### config.mk
export PLATFORM = sky130hd
export DESIGN_NAME = captura_adc
export DESIGN_NICKNAME = d
export VERILOG_FILES = /design/src/rtl/captura_adc.sv
export SDC_FILE = /design/constraint.sdc
export NUM_CORES = 1
export LEC_CHECK = 0
export ABC_AREA = 1
export BUFFER_PORTS_ARGS = -buffer_cell sky130_fd_sc_hd__buf_2
export CAP_MARGIN = 20
export CELL_PAD_IN_SITES_DETAIL_PLACEMENT = 0
export CELL_PAD_IN_SITES_GLOBAL_PLACEMENT = 2
export CORE_ASPECT_RATIO = 1.25
export CORE_UTILIZATION = 28
export CTS_CLUSTER_SIZE = 24
export DETAILED_ROUTE_END_ITERATION = 6
export PLACE_DENSITY_LB_ADDON = 0.1
export SYNTH_ARGS = -nofsm -noshare
export SYNTH_HDL_FRONTEND = slang
export SYNTH_SLANG_ARGS = --single-unit
### constraint.sdc
create_clock -name clk -period 1.7 [get_ports clk]
set_input_delay 0.34 -clock clk [delete_from_list [all_inputs] [get_ports clk]]
set_output_delay 0.34 -clock clk [all_outputs]
set_load 0.1 [all_outputs]
### src/rtl/captura_adc.sv
// ADC capture stage: takes one sample per rising edge of oe, averages blocks of
// 2^LOG2N samples and hands the truncated mean to a valid/ready consumer.
module captura_adc #(
    parameter int WIDTH = 8,
    parameter int LOG2N = 2
) (
    input  logic             clk,
    input  logic             reset,
    input  logic             oe,
    input  logic [WIDTH-1:0] dato,
    input  logic             ready,
    output logic [WIDTH-1:0] promedio,
    output logic             valid,
    output logic             overrun,
    output logic [LOG2N-1:0] cuenta
);

    localparam int AW = WIDTH + LOG2N;

    typedef enum logic {VACIO, LLENO} estado_t;

    estado_t         estado, estado_sig;
    logic            oe_q;
    logic            captura, completa, carga, descarte;
    logic [AW-1:0]   acc, suma;

    // One capture per oe pulse; oe_q resets low so oe already high at release counts.
    assign captura  = oe & ~oe_q;
    assign completa = captura && (cuenta == '1);
    assign suma     = acc + AW'(dato);

    // Output-register FSM: state register
    always_ff @(posedge clk or negedge reset) begin
        if (!reset) estado <= VACIO;
        else        estado <= estado_sig;
    end

    // Output-register FSM: next state
    always_comb begin
        estado_sig = estado;
        case (estado)
            VACIO:   if (completa) estado_sig = LLENO;
            LLENO:   if (ready && !completa) estado_sig = VACIO;
            default: estado_sig = VACIO;
        endcase
    end

    // Output-register FSM: outputs and load/drop decisions
    always_comb begin
        valid    = (estado == LLENO);
        carga    = completa && ((estado == VACIO) || ready);
        descarte = completa && (estado == LLENO) && !ready;
    end

    always_ff @(posedge clk or negedge reset) begin
        if (!reset) begin
            oe_q     <= 1'b0;
            acc      <= '0;
            cuenta   <= '0;
            promedio <= '0;
            overrun  <= 1'b0;
        end else begin
            oe_q <= oe;
            if (captura) begin
                if (completa) begin
                    acc    <= '0;
                    cuenta <= '0;
                end else begin
                    acc    <= suma;
                    cuenta <= cuenta + LOG2N'(1);
                end
            end
            if (carga)    promedio <= suma[AW-1:LOG2N];
            if (descarte) overrun  <= 1'b1;
        end
    end

endmodule

==> flow_summary.toml, run 1 <==
[setup_path]
cp-end-kind = "flop"
reg2reg_from = "acc[0]$_DFFE_PN0P_"
r2r_slack_ns = 0.1
cp_max_fo = 3
r2r_cells = 8
path_class = "reg2reg"
cp.required_ns = 1.86
cp.arrival_ns = 1.76
cp-start-kind = "flop"
reg2reg_to = "acc[6]$_DFFE_PN0P_"

[grt]
grt_pass1_vias = 1111
antenna_found_initial = 0
grt_pass1_wl_um = 5290
overflow = 0
grt.total_usage = 0.137
grt_max_degree = 24

[route]
remaining_drc_errors = 0
ant_nets = 0
met3WireLength_um = 85
routed_wl_um = 3130
drtPass1Iterations = 4
routed-wl-met2_um = 1480
drtIter0Drc = 26
wl_met1_um = 1550
routedWlPerCell_um = 12.7
vias = 1117
vias_per_cell = 4.54
highest_layer = "met4"

[outcome]
status = "finished, final reports clean"

[layout]
fin_util = 0.355
nFillCells = 500
fin_nets = 211
syn_to_final_growth_pct = 21.4
fin_area_sq_um = 1570
n_antenna_cell = 0
drive_above_1_share = 0.261

[sta]
drv_slew = 0
fin_crit_sh = 0.942
fmax_mhz = 625
worst_pin_slew_ns = 0.557
slew_headroom = 0.628
setup_viol = 0
rsz0062_at_grt = "false"
skew_ns = 0.0122
hold_viol = 0
post-route-min-period_ns = 1.60
layout_setup_ws_ns = 0.0990

[synthesis]
synth_area_leaders = "dfrtp_1 (44%), nand2_1 (17%), ha_1 (8.7%)"
syn-num-nets = 179
synth-seq-area-share = 0.444
synth_area_sq_um = 1290
ys_types = 25
syn_inst = 157
ys_ff_latch = 23
netlist.area_leader.share = 0.444
yosys_warnings = 0
synth.largest_area_cell = "dfrtp_1"
syn_area_per_cell_sq_um = 8.25

[floorplanning]
core_area_sq_um = 4430
start_util = 0.293
die_w_um = 62.8
dieHeight_um = 78.0
rows = 27
ios = 24
dieArea_sq_um = 4900

[placement]
dp_hpwl_um = 2430
place_area_sq_um = 1510
routabilityCongestion = 0.784
post-place-ws_ns = -0.0869
port_buffers = 23

[hold_path]
hp-class = "in2async"

[clock_network]
cts_tree = "built"
cts.sink_count = 23
numCtsBuffers = 3
holdBufCountCts = 0
clock_latency_ns = 0.27
h-tree-depth = 1
clk_pin_slew_ns = 0.09
cts_root_buf = "clkbuf_8"
clockBufferDepth = 2

[flow_run]
maxCapViolations = 0
-- worst max-delay path by stage --
stage,start,cells after the start,endpoint
2_1_floorplan,valid$_DFF_PN0_,5,promedio[1]$_DFFE_PN0P_
3_3_place_gp,dato[0],9,promedio[4]$_DFFE_PN0P_
3_5_place_dp,dato[0],9,promedio[4]$_DFFE_PN0P_
4_1_cts,acc[0]$_DFFE_PN0P_,8,promedio[4]$_DFFE_PN0P_
5_1_grt,acc[5]$_DFFE_PN0P_,8,promedio[7]$_DFFE_PN0P_
6_report,acc[0]$_DFFE_PN0P_,8,acc[6]$_DFFE_PN0P_
-- synth_stat cells, drive strengths merged --
cell type,n
fa,1
nor2,7
o21ai,5
ha,9
a21oi,4
nand2,61
nand4,1
a21boi,1
a22o,3
nand3,18
xor2,2
nor3,1
nand3b,2
dfrtp,23
o21bai,1
inv,14
o21a,1
xnor2,1
buf,2
-- timing repair --
| item | CTS | global route |
|---|---|---|
| setup endpoints to repair | 2 | 5 |
| gates resized for setup | 1 | 5 |
| buffers inserted | 0 | 0 |
| pin swaps | 0 | 0 |
-- critical path, stage by stage (launching register included) --
cell	delay, ns
dfrtp_1	0.39
ha_1	0.21
fa_2	0.36
nand3_1	0.10
nand2_2	0.09
nand3_2	0.08
nand3b_1	0.10
nand3_1	0.11
nand2_1	0.06
-- kinds of logic (layout without fill, tap and decap cells) --
kind of cell             count (synthesis)  in the layout  share of synthesized area
AND/OR/NAND/NOR                         90             90                      0.302
flip-flops                              23             23                      0.444
buffers and inverters                   16             47                     0.0551
AO/OA/AOI/OAI                           15             15                     0.0754
adder cells (fa/ha/maj)                 10             10                      0.102
XOR/XNOR                                 3              3                     0.0203
-- registers in the layout, indices dropped and copies added (netlist names) --
signal / count
acc: 10
overrun: 1
oe_q: 1
promedio: 8
cuenta: 2
valid: 1
-- per-layer routing --
layer	track usage	vias up
met5	0	-
met4	0.0279	0
met3	0.0189	2
met2	0.234	18
met1	0.184	529
li1	-	568
-- area by class of cell --
class / instances / area (sq um) / share of cell area
Clock buffer: 3 / 41.3 / 0.0263
Clock inverter: 1 / 5.00 / 0.00318
Inverter: 14 / 52.6 / 0.0334
Multi-Input combinational cell: 118 / 663 / 0.422
Sequential cell: 23 / 578 / 0.368
Tap cell: 58 / 72.6 / 0.0461
Timing Repair Buffer: 29 / 160 / 0.102
-- placed cells by master (no fill, tap or decap), types with 2 or more instances in the layout --
master,Yosys,layout
nand2_2,2,4
nor2_4,2,2
dfrtp_2,0,2
o21ai_1,3,3
a22o_1,3,3
nand3_1,18,17
buf_4,1,6
inv_1,10,10
o21ai_0,2,2
nand3b_1,2,2
inv_2,4,4
nand2_1,59,57
dfrtp_1,23,21
clkbuf_8,0,3
a21oi_1,3,3
nor2_1,5,5
buf_2,0,23
ha_1,9,8
xor2_1,2,2
-- per-stage QoR --
step                      hold WS (ns)  cells  TNS, ns
after floorplan                 0.0444    157        0
after global placement           0.363    242   -0.269
after detailed placement         0.367    242   -0.285
after CTS                       0.0629    246        0
after global routing            0.0740    246        0
final                           0.0536    246        0
Power of run 1 is not shown: default switching activity piles up to over one toggle a cycle in this logic, so the estimate is an artifact.
==> run 2, diff against run 1 <==
--- a/config.mk
+++ b/config.mk
@@ -11,7 +11,8 @@
 export CELL_PAD_IN_SITES_DETAIL_PLACEMENT = 0
 export CELL_PAD_IN_SITES_GLOBAL_PLACEMENT = 2
 export CORE_ASPECT_RATIO = 1.25
-export CORE_UTILIZATION = 28
+export CORE_UTILIZATION = 30
+export CTS_BUF_LIST = sky130_fd_sc_hd__clkbuf_8
 export CTS_CLUSTER_SIZE = 24
 export DETAILED_ROUTE_END_ITERATION = 6
 export PLACE_DENSITY_LB_ADDON = 0.1
==> run 2 against run 1 <==
Flip-flop and latch count stayed put; via count is 1.8% lower; non-clock buffer count is 1 lower; sequential share of layout area is 0.32 points higher; largest cell class unchanged; first-iteration DRC count is 23% higher; critical path depth stayed put.
==> flow_summary.toml, run 2 (synthesized netlist as in run 1, its figures left out) <==
[setup_path]
cp_max_fo = 5
r2r_cells = 8
path_class = "reg2reg"
cp.arrival_ns = 1.76
cp-end-kind = "flop"
reg2reg_from = "acc[5]$_DFFE_PN0P_"
reg2reg_to = "promedio[7]$_DFFE_PN0P_"
cp-start-kind = "flop"
r2r_slack_ns = 0.09
cp.required_ns = 1.86

[sta]
drv_slew = 0
skew_ns = 0.00566
worst_pin_slew_ns = 0.546
hold_viol = 0
layout_setup_ws_ns = 0.0940
post-route-min-period_ns = 1.61
slew_headroom = 0.636
setup_viol = 0
fmax_mhz = 623
fin_crit_sh = 0.945
rsz0062_at_grt = "false"

[clock_network]
cts_root_buf = "clkbuf_8"
numCtsBuffers = 3
clock_latency_ns = 0.26
cts_setup_buffers = 0
holdBufCountCts = 0
clk_pin_slew_ns = 0.08
cts_tree = "built"
cts.sink_count = 23
h-tree-depth = 1
clockBufferDepth = 2

[floorplanning]
rows = 26
ios = 24
core_area_sq_um = 4100
dieArea_sq_um = 4590
die_w_um = 60.8
start_util = 0.316
dieHeight_um = 75.5

[placement]
routabilityCongestion = 0.795
dp_hpwl_um = 2430
port_buffers = 23
post-place-ws_ns = -0.0577

[grt]
antenna_found_initial = 0
grt_pass1_wl_um = 5030
overflow = 0
grt.total_usage = 0.154
grt_max_degree = 24
grt_pass1_vias = 1097

[outcome]
status = "finished, final reports clean"

[layout]
largestRegisters = "acc x10, promedio x8, cuenta x2"
max_flop_register = "acc"
n_antenna_cell = 0
syn_to_final_growth_pct = 20.4
largest_reg_flops = 10
fin_nets = 210
mostFrequentLayoutCells = "nand2_1 (58), buf_2 (23), dfrtp_1 (21)"
nFillCells = 464
drive_above_1_share = 0.246
final_common_cell = "nand2_1"

[route]
vias = 1097
routedWlPerCell_um = 12.7
ant_nets = 0
drtPass1Iterations = 3
drtIter0Drc = 32
routed_wl_um = 3080
remaining_drc_errors = 0
vias_per_cell = 4.51

[flow_run]
maxCapViolations = 0

[hold_path]
hp-class = "in2async"
[run 2: cell types whose count changed in the layout (fill, tap and decap cells not counted)]
cell | before | now
nand2_1 | 57 | 58
buf_4 | 6 | 5
inv_1 | 10 | 11
nand2_2 | 4 | 3
clkinv_2 | 1 | 0
[run 2: stage by stage]
stage	TNS (ns)	instances	utilization	area [sq um]	hold slack [ns]
floorplan	0	157	-	1300	0.0444
global placement	-0.204	239	0.366	1500	0.363
detailed placement	-0.230	239	0.366	1500	0.373
CTS	0	243	0.377	1550	0.0716
global route	0	243	0.380	1560	0.0879
finish	0	243	0.380	1560	0.0519
[run 2: worst max-delay path: stages (launching register included)]
cell and delay, ns:
dfrtp_1 0.40, ha_2 0.39, nand2_2 0.08, nor2_1 0.15, nand3_1 0.12, nand3_1 0.09, nand2_1 0.07, nand3_1 0.12
nand2_1 0.07
[run 2: what timing repair did]
| action | in CTS | in global routing |
|---|---|---|
| resized for setup | 0 | 5 |
| endpoints found under the setup margin | 0 | 7 |
| hold endpoints to repair | 0 | 0 |
[run 2: how the worst max path moves through the flow]
stage | from | end | slack (ns) | cells after the start
2_1_floorplan | valid$_DFF_PN0_ | promedio[1]$_DFFE_PN0P_ | 0.13 | 5
3_3_place_gp | dato[0] | promedio[4]$_DFFE_PN0P_ | -0.06 | 9
3_5_place_dp | dato[0] | promedio[4]$_DFFE_PN0P_ | -0.06 | 9
4_1_cts | acc[0]$_DFFE_PN0P_ | promedio[4]$_DFFE_PN0P_ | 0.007 | 8
5_1_grt | acc[5]$_DFFE_PN0P_ | promedio[7]$_DFFE_PN0P_ | 0.01 | 8
6_report | acc[5]$_DFFE_PN0P_ | promedio[7]$_DFFE_PN0P_ | 0.09 | 8
[run 2: area by class of cell]
cell class | instances | area (sq um) | share of cell area
clock inverter | 1 | 3.75 | 0.00241
tap | 56 | 70.1 | 0.0449
timing repair buffer | 28 | 153 | 0.0979
inverter | 14 | 52.6 | 0.0337
clock buffer | 3 | 41.3 | 0.0265
sequential | 23 | 578 | 0.371
multi-input combinational | 118 | 661 | 0.424
[run 2: layer usage]
metal  vias up  wire length [um]  global-route usage
li1        571                 -                   -
met1       505              1450               0.191
met2        16              1490               0.265
met3         5                82              0.0238
met4         0                50              0.0606
met5         -                 0                   0
Power of run 2 is left out for the same reason.
==> run 3, diff against run 2 <==
--- a/config.mk
+++ b/config.mk
@@ -5,13 +5,12 @@
 export SDC_FILE = /design/constraint.sdc
 export NUM_CORES = 1
 export LEC_CHECK = 0
-export ABC_AREA = 1
 export BUFFER_PORTS_ARGS = -buffer_cell sky130_fd_sc_hd__buf_2
 export CAP_MARGIN = 20
 export CELL_PAD_IN_SITES_DETAIL_PLACEMENT = 0
 export CELL_PAD_IN_SITES_GLOBAL_PLACEMENT = 2
 export CORE_ASPECT_RATIO = 1.25
-export CORE_UTILIZATION = 30
+export CORE_UTILIZATION = 32
 export CTS_BUF_LIST = sky130_fd_sc_hd__clkbuf_8
 export CTS_CLUSTER_SIZE = 24
 export DETAILED_ROUTE_END_ITERATION = 6
==> run 3 against run 2 <==
The flow now finishes with violations (design-rule violations, negative setup slack); clock skew down 0.0028 ns; wire length down 10%; global-route usage down 1.4 points; die area down 11%; first-iteration DRC count down 44%; final area up 1.4%; flip-flop and latch count unchanged; synthesized cell count down 25%; sequential share of layout area down 0.50 points; synthesized area down 5.8%; worst hold slack worse by 0.019 ns; clock-buffer cell count unchanged; critical path type unchanged; critical endpoint is now promedio[6]$_DFFE_PN0P_; largest cell class unchanged; highest routed layer unchanged.
==> flow_summary.toml, run 3 <==
[synthesis]
synth_area_leaders = "dfrtp_1 (47%), ha_1 (9.2%), nand2_1 (7.7%)"
ys_types = 33
yosys_warnings = 0
netlist.area_leader.share = 0.472
ys_ff_latch = 23
syn_inst = 117
synth.largest_area_cell = "dfrtp_1"
synth_area_sq_um = 1220
synth_edf_count = 0
yosys_most_used_dff = "dfrtp_1"
synth-seq-area-share = 0.472
syn_area_per_cell_sq_um = 10.4
async_flop_share = 1.00
syn-num-nets = 139
yosysMostFrequentCell = "nand2_1"
synth_common_cells = "nand2_1 (25), dfrtp_1 (23), ha_1 (9), xnor2_1 (7), a21oi_1 (6)"

[route]
routed_wl_um = 2760
drtIter0Drc = 18
vias = 978
drtPass1Iterations = 6
routedWlPerCell_um = 14.2
remaining_drc_errors = 1
vias_per_cell = 5.02
ant_nets = 0

[placement]
dp_hpwl_um = 1990
routabilityCongestion = 0.711
port_buffers = 23
place_area_sq_um = 1460
dp_cells = 187

[layout]
largestRegisters = "acc x10, promedio x8, cuenta x2"
layout.cells.non_filler = 195
final_common_cell = "nand2_1"
fin_area_sq_um = 1580
mostFrequentLayoutCells = "nand2_1 (25), buf_2 (23), dfrtp_1 (21)"
n_antenna_cell = 0
fin_nets = 179
largest_reg_flops = 10
syn_to_final_growth_pct = 29.5
max_flop_register = "acc"
nFillCells = 353
drive_above_1_share = 0.372

[clock_network]
clk_pin_slew_ns = 0.08
h-tree-depth = 1
holdBufCountCts = 0
clock_latency_ns = 0.27
cts.sink_count = 23
cts_tree = "built"
cts_root_buf = "clkbuf_8"
numCtsBuffers = 3
clockBufferDepth = 2

[sta]
post-route-min-period_ns = 2.04
fmax_mhz = 491
rsz0062_at_grt = "true"
drv_slew = 0
skew_ns = 0.00286
slew_headroom = 0.655
layout_setup_ws_ns = -0.336
hold_viol = 0
hold-worst-slack_ns = 0.0326
setup_viol = 12
worst_pin_slew_ns = 0.518
timing.setup.tns_ns = -1.75
fin_crit_sh = 1.20

[grt]
grt_max_degree = 24
antenna_found_initial = 0
grt_pass1_wl_um = 4340
grt_pass1_vias = 962
overflow = 0
grt.total_usage = 0.140

[setup_path]
r2r_cells = 8
cp.required_ns = 1.85
cp_max_fo = 3
cp-end-kind = "flop"
cp-start-kind = "flop"
crit_path_top_delay_cell = "dfrtp_1"
path_cells = "ha_2 > fa_2 > a21o_1 > a311oi_2 > o31ai_2 > buf_4 > xnor2_2 > o21ai_1"
path_class = "reg2reg"
cp.arrival_ns = 2.19
crit_buf_inv = 1
cpPeakStageDelay_ns = 0.39
critPathTopFamily = "compound AO/OA/AOI/OAI gates"
cp.depth = 8

[floorplanning]
ios = 24
dieArea_sq_um = 4060
start_util = 0.341
core_area_sq_um = 3570
die_w_um = 57.2
dieHeight_um = 71.0
rows = 24

[outcome]
violations = "design-rule violations, negative setup slack"
status = "finished, violations left"

[flow_run]
maxCapViolations = 0

[hold_path]
hp-class = "in2async"
## run 3: cell types whose count changed after synthesis, sizes merged, moves of 2 or more
cell,previous run,this run
a21o,0,3
a21oi,4,6
a22o,3,5
clkbuf,0,3
inv,14,1
mux2,0,2
nand2,61,25
nand2b,0,4
nand3,18,1
nand3b,2,0
nor2,7,3
o31ai,0,2
xnor2,1,7
## run 3: logic make-up after synthesis
family / after synthesis / synth area share
buffers and inverters: 5 / 0.0215
xor gates and xnor gates: 8 / 0.0574
AOI/OAI and AO/OA: 30 / 0.181
muxes: 2 / 0.0185
and+or+nand+nor: 39 / 0.142
adders and majority gates: 10 / 0.109
DFF: 23 / 0.472
## run 3: final timing paths
kind	endpoint	slack (ns)	startpoint
setup / recovery	promedio[6]$_DFFE_PN0P_	-0.34	acc[0]$_DFFE_PN0P_
hold / removal	acc[2]$_DFFE_PN0P_	0.03	reset
setup reg to reg	promedio[6]$_DFFE_PN0P_	-0.34	acc[0]$_DFFE_PN0P_
hold reg to reg	promedio[0]$_DFFE_PN0P_	0.47	promedio[0]$_DFFE_PN0P_
max in group asynchronous	cuenta[0]$_DFFE_PN0P_	1.29	reset
min in group clk	oe_q$_DFF_PN0_	0.20	oe
## run 3: cell type report
type	instances	area, sq um	share of cell area
Tap cell	39	48.8	0.0309
Sequential cell	23	578	0.366
Timing Repair Buffer	39	235	0.149
Clock inverter	1	5.00	0.00317
Multi-Input combinational cell	89	668	0.423
Clock buffer	3	41.3	0.0261
Inverter	1	3.75	0.00238
## run 3: per-layer routing
layer | share of wire | GRT usage
met2 | 0.52 | 0.237
met4 | 0.012 | 0.0569
met5 | 0 | 0
met1 | 0.44 | 0.177
met3 | 0.027 | 0.0238
## run 3: repair_timing
action,4_1_cts,5_1_grt
hold endpoints to repair,0,0
endpoints found under the setup margin,11,12
setup buffers,2,2
pin swaps,3,4
gates resized for setup,1,6
## run 3: per-stage QoR
step,worst slack (ns),util
3_5_place_dp,-0.368,0.409
3_3_place_gp,-0.324,0.409
5_1_grt,-0.463,0.442
2_1_floorplan,-0.166,-
4_1_cts,-0.312,0.428
6_report,-0.336,0.442
Power of run 3 is left out for the same reason.
